**src/rtl/pipe_ctrl.sv**
```systemverilog
// Pipeline controller: stall merge, flush, exception redirect sequencing
// and branch-likely delay-slot nullification tracking.
module pipe_ctrl #(
  parameter int AW    = 32,
  parameter int CNT_W = 32
) (
  input  logic             clk,
  input  logic             rst,
  input  logic             sreq_if,
  input  logic             sreq_id,
  input  logic             sreq_ex,
  input  logic             sreq_mem,
  input  logic             exc_valid,
  input  logic [AW-1:0]    exc_target,
  input  logic             if_busy,
  input  logic             id_bl_nottaken,
  output logic [3:0]       stall,
  output logic             flush,
  output logic             clrslot,
  output logic             redir_valid,
  output logic [AW-1:0]    redir_pc,
  output logic [CNT_W-1:0] stall_cnt
);

  typedef enum logic {RUN, REDIR} state_t;

  state_t           state_q, state_d;
  logic             pend_q, pend_d;
  logic [AW-1:0]    tgt_q, tgt_d;
  logic [CNT_W-1:0] cnt_q;

  logic [3:0]       stall_c;
  logic             flush_c;
  logic             clr_c;
  logic             redir_c;
  logic [AW-1:0]    rpc_c;
  logic             cnt_inc;

  always_comb begin
    state_d = state_q;
    pend_d  = pend_q;
    tgt_d   = tgt_q;
    stall_c = 4'b0000;
    flush_c = 1'b0;
    clr_c   = 1'b0;
    redir_c = 1'b0;
    rpc_c   = '0;
    unique case (state_q)
      RUN: begin
        if (exc_valid) begin
          flush_c = 1'b1;
          redir_c = 1'b1;
          rpc_c   = exc_target;
          tgt_d   = exc_target;
          pend_d  = 1'b0;
          if (if_busy) state_d = REDIR;
        end else begin
          if (sreq_mem)     stall_c = 4'b1111;
          else if (sreq_ex) stall_c = 4'b0111;
          else if (sreq_id) stall_c = 4'b0011;
          else if (sreq_if) stall_c = 4'b0001;
          // A held IF/ID keeps the branch in ID; it re-signals later.
          if (!stall_c[1]) begin
            clr_c = sreq_if | id_bl_nottaken | pend_q;
            if (sreq_if && id_bl_nottaken) pend_d = 1'b1;
            else if (!sreq_if)             pend_d = 1'b0;
          end
        end
      end
      REDIR: begin
        clr_c   = 1'b1;
        redir_c = 1'b1;
        rpc_c   = tgt_q;
        if (exc_valid) begin
          flush_c = 1'b1;
          rpc_c   = exc_target;
          tgt_d   = exc_target;
          pend_d  = 1'b0;
        end
        if (!if_busy) state_d = RUN;
      end
      default: state_d = RUN;
    endcase
  end

  assign cnt_inc = (stall_c[0] || state_q == REDIR) && !(&cnt_q);

  always_ff @(posedge clk) begin
    if (rst) begin
      state_q <= RUN;
      pend_q  <= 1'b0;
      tgt_q   <= '0;
      cnt_q   <= '0;
    end else begin
      state_q <= state_d;
      pend_q  <= pend_d;
      tgt_q   <= tgt_d;
      if (cnt_inc) cnt_q <= cnt_q + 1'b1;
    end
  end

  assign stall       = rst ? 4'b0000 : stall_c;
  assign flush       = rst ? 1'b0 : flush_c;
  assign clrslot     = rst ? 1'b0 : clr_c;
  assign redir_valid = rst ? 1'b0 : redir_c;
  assign redir_pc    = rst ? '0 : rpc_c;
  assign stall_cnt   = rst ? '0 : cnt_q;

endmodule

```
**config.mk**
```make
export PLATFORM = sky130hd
export DESIGN_NAME = pipe_ctrl
export DESIGN_NICKNAME = d
export VERILOG_FILES = /design/src/rtl/pipe_ctrl.sv
export SDC_FILE = /design/constraint.sdc
export NUM_CORES = 1
export LEC_CHECK = 0
export ABC_AREA = 1
export CAP_MARGIN = 20
export CORE_ASPECT_RATIO = 0.7
export CORE_MARGIN = 5
export CORE_UTILIZATION = 35
export CTS_CLUSTER_SIZE = 30
export DETAILED_ROUTE_END_ITERATION = 10
export PLACE_DENSITY = 0.69
export REMOVE_ABC_BUFFERS = 1
export SLEW_MARGIN = 20
export SYNTH_ARGS = -nofsm -noshare
export SYNTH_HDL_FRONTEND = slang
export SYNTH_SLANG_ARGS = --single-unit
```
**constraint.sdc**
```tcl
create_clock -name clk -period 2.7 [get_ports clk]
set_input_delay 0.81 -clock clk [delete_from_list [all_inputs] [get_ports clk]]
set_output_delay 0.81 -clock clk [all_outputs]
set_load 0.05 [all_outputs]
```
== Word level (Yosys, flattened, before mapping) ==
Index checks and enable logic that the tools add are counted.

* Add/sub/neg operators: 1
* Equality and inequality tests: 3
* Mux-type cells: 31
* Bitwise operators: 3
* Reduce and logical (&&, ||, !) cells: 6

{| class="wikitable"
|+ Operators with widths
! kind !! count
|-
| 32-bit 2-to-1 mux || 4
|-
| 32-bit one-hot mux with 2 select lines || 1
|-
| 32-bit by 1-bit adder with 32-bit output (second input constant) || 1
|-
| 32-bit AND reduction || 1
|-
| 4-bit 2-to-1 mux || 6
|-
| 1-bit 2-to-1 mux || 14
|-
| 1-bit one-hot mux with 2 select lines || 4
|-
| 4-bit != test (second input constant) || 1
|-
| 3-bit 2-to-1 mux || 1
|-
| 3-bit != test (second input constant) || 1
|-
| 3-bit AND reduction || 1
|-
| 1-bit logical AND || 2
|-
| 2-bit 2-to-1 mux || 1
|-
| 2-bit != test (second input constant) || 1
|-
| 1-bit bitwise OR || 2
|-
| 1-bit zero test || 1
|-
| 1-bit logical OR || 1
|-
| 1-bit NOT || 1
|}

* Register bits: 66
* Bits of input ports: 41
* Output and inout port bits: 71
* Logic and storage cells: 48

== Depth between registers and ports, before layout ==
* Depth in word-level cells: 10
* Depth in mapped cells: 10
* Gate-level depth less buffers: 10

== Worst setup path before layout ==
No wires, ideal clock.

* Path kind: input to output
* Start: input port exc_valid
* End: output port redir_pc[24]
* Arrival: 2684 ps
* Path slack: -794 ps
* Cell stages on the path: 5
* Path buffers: 2
* Cells stage by stage: buf_2 > buf_1 > nand2_1 > a21boi_0 > a211oi_1

* Longest elaborated chain between the ends: 3
* Elaborated cells on any way between the ends: 4

{| class="wikitable"
|+ RTL lines
! element !! RTL line !! text
|-
| start, declared || 13 || <nowiki>input logic exc_valid,</nowiki>
|-
| 32-bit 2-to-1 mux, on equally long branches || - ||
|-
| 32-bit one-hot mux with 2 select lines (*) || 48 || <nowiki>unique case (state_q)</nowiki>
|-
| 32-bit 2-to-1 mux (*) || 106 || <nowiki>assign redir_pc = rst ? '0 : rpc_c;</nowiki>
|-
| end, declared || 21 || <nowiki>output logic [AW-1:0] redir_pc,</nowiki>
|}

Every way passes the cells marked *; elsewhere a longest branch is shown, timed or not.

== Worst setup path after layout ==
* Start: input port exc_target[15]
* End: output port redir_pc[15]

* Longest elaborated chain between the ends: 3
* Elaborated cells on any way between the ends: 4

{| class="wikitable"
|+ RTL lines
! element !! RTL line !! text
|-
| start, declared || 14 || <nowiki>input logic [AW-1:0] exc_target,</nowiki>
|-
| 32-bit 2-to-1 mux, on equally long branches || - ||
|-
| 32-bit one-hot mux with 2 select lines (*) || 48 ||
|-
| 32-bit 2-to-1 mux (*) || 106 ||
|}

Marked as above.

==> results by group <==
Outcome
  • Status: finished, violations left
  • Failing checks: negative setup slack

Synth
  • Synth Register Bits: 66
  • Synth area leaders: dfxtp_1, nor2_1, nand2_1
  • Cell taking the most area after synthesis: dfxtp_1
  • Mapped Avg Cell Area: 6.337 sq um
  • Top FF cell, synth: dfxtp_1
  • Ys Warns: 0
  • Share of the synthesized area in the top cell type: 34.63%
  • Synth unique cells: 28
  • Sequential fraction of the synthesis area: 34.63%
  • Mapped Cells: 602
  • Mapped Area: 0.003815 sq mm
  • Synth async-reset ratio: 0%
  • EDFF count, synth: 0

Floorplan
  • Core area: 0.01051 sq mm
  • Die height: 97.35 um
  • Initial core utilization: 36.29%
  • Die area: 0.01312 sq mm
  • Die Width: 134.8 um
  • Std-Cell Rows: 31
  • # IOs: 112

CTS
  • Worst skew pair latency: 0.33 ns
  • H-tree depth: 3
  • Longest Clk Path Bufs: 2
  • CTS tree: done
  • Cts hold-fix bufs: 0
  • Clock sink count: 66
  • Clock Root Buffer: clkbuf_16
  • Total CTS buffers: 9
  • Clock slew seen by the registers of the worst setup and hold paths: 0.05 ns

Global routing
  • Tot GR Track Use: 19.99%
  • Pin count of the biggest net entering global routing: 46
  • GR Overflow Total: 0
  • Vias in the first global route: 4469
  • Initial antenna violation count: 0
  • First-pass GRT wire length: 21530 um

Worst setup path
  • CP cell instances: clkdlybuf4s50_1 > nand2_1 > a21boi_1 > a211oi_2 > buf_4 > buf_12
  • Worst EP arrival: 1.92 ns
  • FF-to-FF End: cnt_q[26]$_SDFFE_PP0P_
  • R2R Setup Slk: 0.45 ns
  • R2R cell count: 9
  • Setup CP Type: input port to output pin
  • Top delay family on crit path: buffers and inverters
  • Crit path max fanout: 2
  • Required @ worst endpoint: 1.89 ns
  • Slowest CP cell: clkdlybuf4s50_1
  • R2R Path Start: cnt_q[0]$_SDFFE_PP0P_
  • Critical path buffer and inverter count: 3
  • Critical Path Sink Type: output pin
  • Largest stage delay, worst path: 0.45 ns
  • Crit path launch type: input port

Route
  • Routed WL: 13610 um
  • DRT Pass-1 Iters: 5
  • 1st-iter DRT viols: 365
  • Vias: 4603
  • Vias per cell: 4.892
  • Post-route ant nets: 0
  • Drt wl/cell: 14.46 um
  • # DRC: 0

Power and ir drop
  • Pleak: 2.853 nW
  • Max IR drop VDD: 0.0002881 V
  • Total power: 0.002880 W
  • Pwr dens: 429.5 mW/mm^2

Finish
  • FF+latch area: 0.001321 sq mm
  • Diodes inserted: 0
  • P&R area growth vs syn: 75.76%
  • Most common cell after layout, fill and taps aside: nor2_1
  • Layout cells sized above 1: 34.05%
  • Commonest cells after routing, fill and taps aside: nor2_1, buf_4, nand2_1, dfxtp_1, inv_1
  • Total Nets Final: 830
  • Multi-input gate area: 0.002477 sq mm
  • Final non-filler cell total: 941
  • Fillcell total: 884

Timing
  • Max Clock Skew: 0.005711 ns
  • Hold slack: 0.4948 ns
  • Tightest Pin Transition: 0.4286 ns
  • Final Max Slew Viols: 0
  • Setup slack after layout: -0.03128 ns
  • Minimum clock period: 2.731 ns
  • RSZ-0062 raised after global routing: true
  • Fmax: 366.1 MHz
  • Final hold vios: 0
  • Tcrit/Tclk final: 101.2%
  • # setup viols final: 2
  • Slew margin rel.: 71.43%

Min path
  • Hold path cells: 2
  • Hold Path Class: flop to flop
  • Worst Hold Path EP: cnt_q[8]$_SDFFE_PP0P_
  • Min-delay src: cnt_q[8]$_SDFFE_PP0P_

Placement
  • Placed Cells: 906
  • GPL Wtd Cong: 0.8805
  • Number of port buffers: 111
  • Place WS: -0.4488 ns
  • DPL Wire Length: 9191 um

Flow run
  • Number of max-cap violations: 0
==> synthesized netlist by cell type (2+ instances only) <==
master      n
nor2_1    164
nand2_1   133
dfxtp_1    66
inv_1      53
a211oi_1   31
a21boi_0   31
a21oi_1    31
nand3_1    31
clkbuf_1   16
xor2_1      7
buf_1       5
buf_2       5
buf_6       5
and2_1      3
nand2_2     3
clkinv_1    2
inv_2       2
nand3_2     2
nor2_4      2
nor3_1      2
==> report_power, final <==
group	total, W	switching, W	internal, W	leakage [nW]
combinational	0.000595	0.000306	0.000289	2.16
clock	0.00126	0.000454	0.000806	0.151
sequential	0.00103	0.0000202	0.00101	0.538
total	0.00288	0.000780	0.00210	2.85
==> layer usage <==
| metal | wire [um] | GRT usage [%] | up-vias |
|---|---|---|---|
| li1 | - | - | 2284 |
| met1 | 6175 | 25.92 | 2167 |
| met2 | 6427 | 32.39 | 129 |
| met3 | 691 | 4.814 | 23 |
| met4 | 314 | 6.964 | 0 |
| met5 | 0 | 0 | - |
==> flip-flops by register name, summed over array words and instances (netlist names) <==
signal   count
tgt_q       32
state_q      1
cnt_q       32
pend_q       1
==> kinds of logic (layout without fill, tap and decap cells) <==
logic type      Yosys count  in the layout  share of synthesized area [%]
compound gates           94             94                          16.43
xor+xnor                  7              7                          1.607
fa+ha+maj                 1              1                         0.3279
buf+inv                  88            279                          9.807
flops                    66             66                          34.63
mux                       1              1                         0.2624
simple gates            345            345                          36.93
==> worst reg2reg max path, delay by kind of cell, from the launching register on <==
kind,cells,cell delay [ns]
flops,1,0.38
buf+inv,1,0.35
simple gates,6,1.01
compound gates,1,0.17
fa+ha+maj,1,0.22
==> how the worst max path moves through the flow <==
stage | depth (start not counted) | to | slack (ns) | startpoint
floorplan | 3 | redir_pc[0] | -0.68 | exc_valid
global placement | 7 | redir_pc[17] | -0.38 | exc_valid
detailed placement | 7 | redir_pc[19] | -0.45 | exc_valid
CTS | 6 | redir_pc[4] | -0.08 | exc_target[4]
global route | 6 | redir_pc[15] | -0.08 | exc_target[15]
finish | 6 | redir_pc[15] | -0.03 | exc_target[15]
==> stage by stage <==
step	TNS (ns)	util (%)	area [sq um]
2_1_floorplan	-21.49	-	3655
6_report	-0.04891	63.79	6705
5_1_grt	-0.2236	63.79	6705
4_1_cts	-0.6387	61.56	6471
3_3_place_gp	-12.34	55.46	5829
3_5_place_dp	-13.95	55.46	5829
==> final cells by class <==
cell class	instances	area share, %
clock inverters	7	1.400
clock buffers	9	3.359
flip-flops and latches	66	19.71
repair buffers	206	32.58
multi-input cells	448	36.95
well taps	148	2.762
inverters	57	3.247
==> timing repair <==
item	CTS	global route
setup buffers	16	0
endpoints found under the setup margin	38	27
pin swaps	43	14
gates resized for setup	107	50
cloned	1	2
Note: power is estimated with default switching activity, not from simulation.
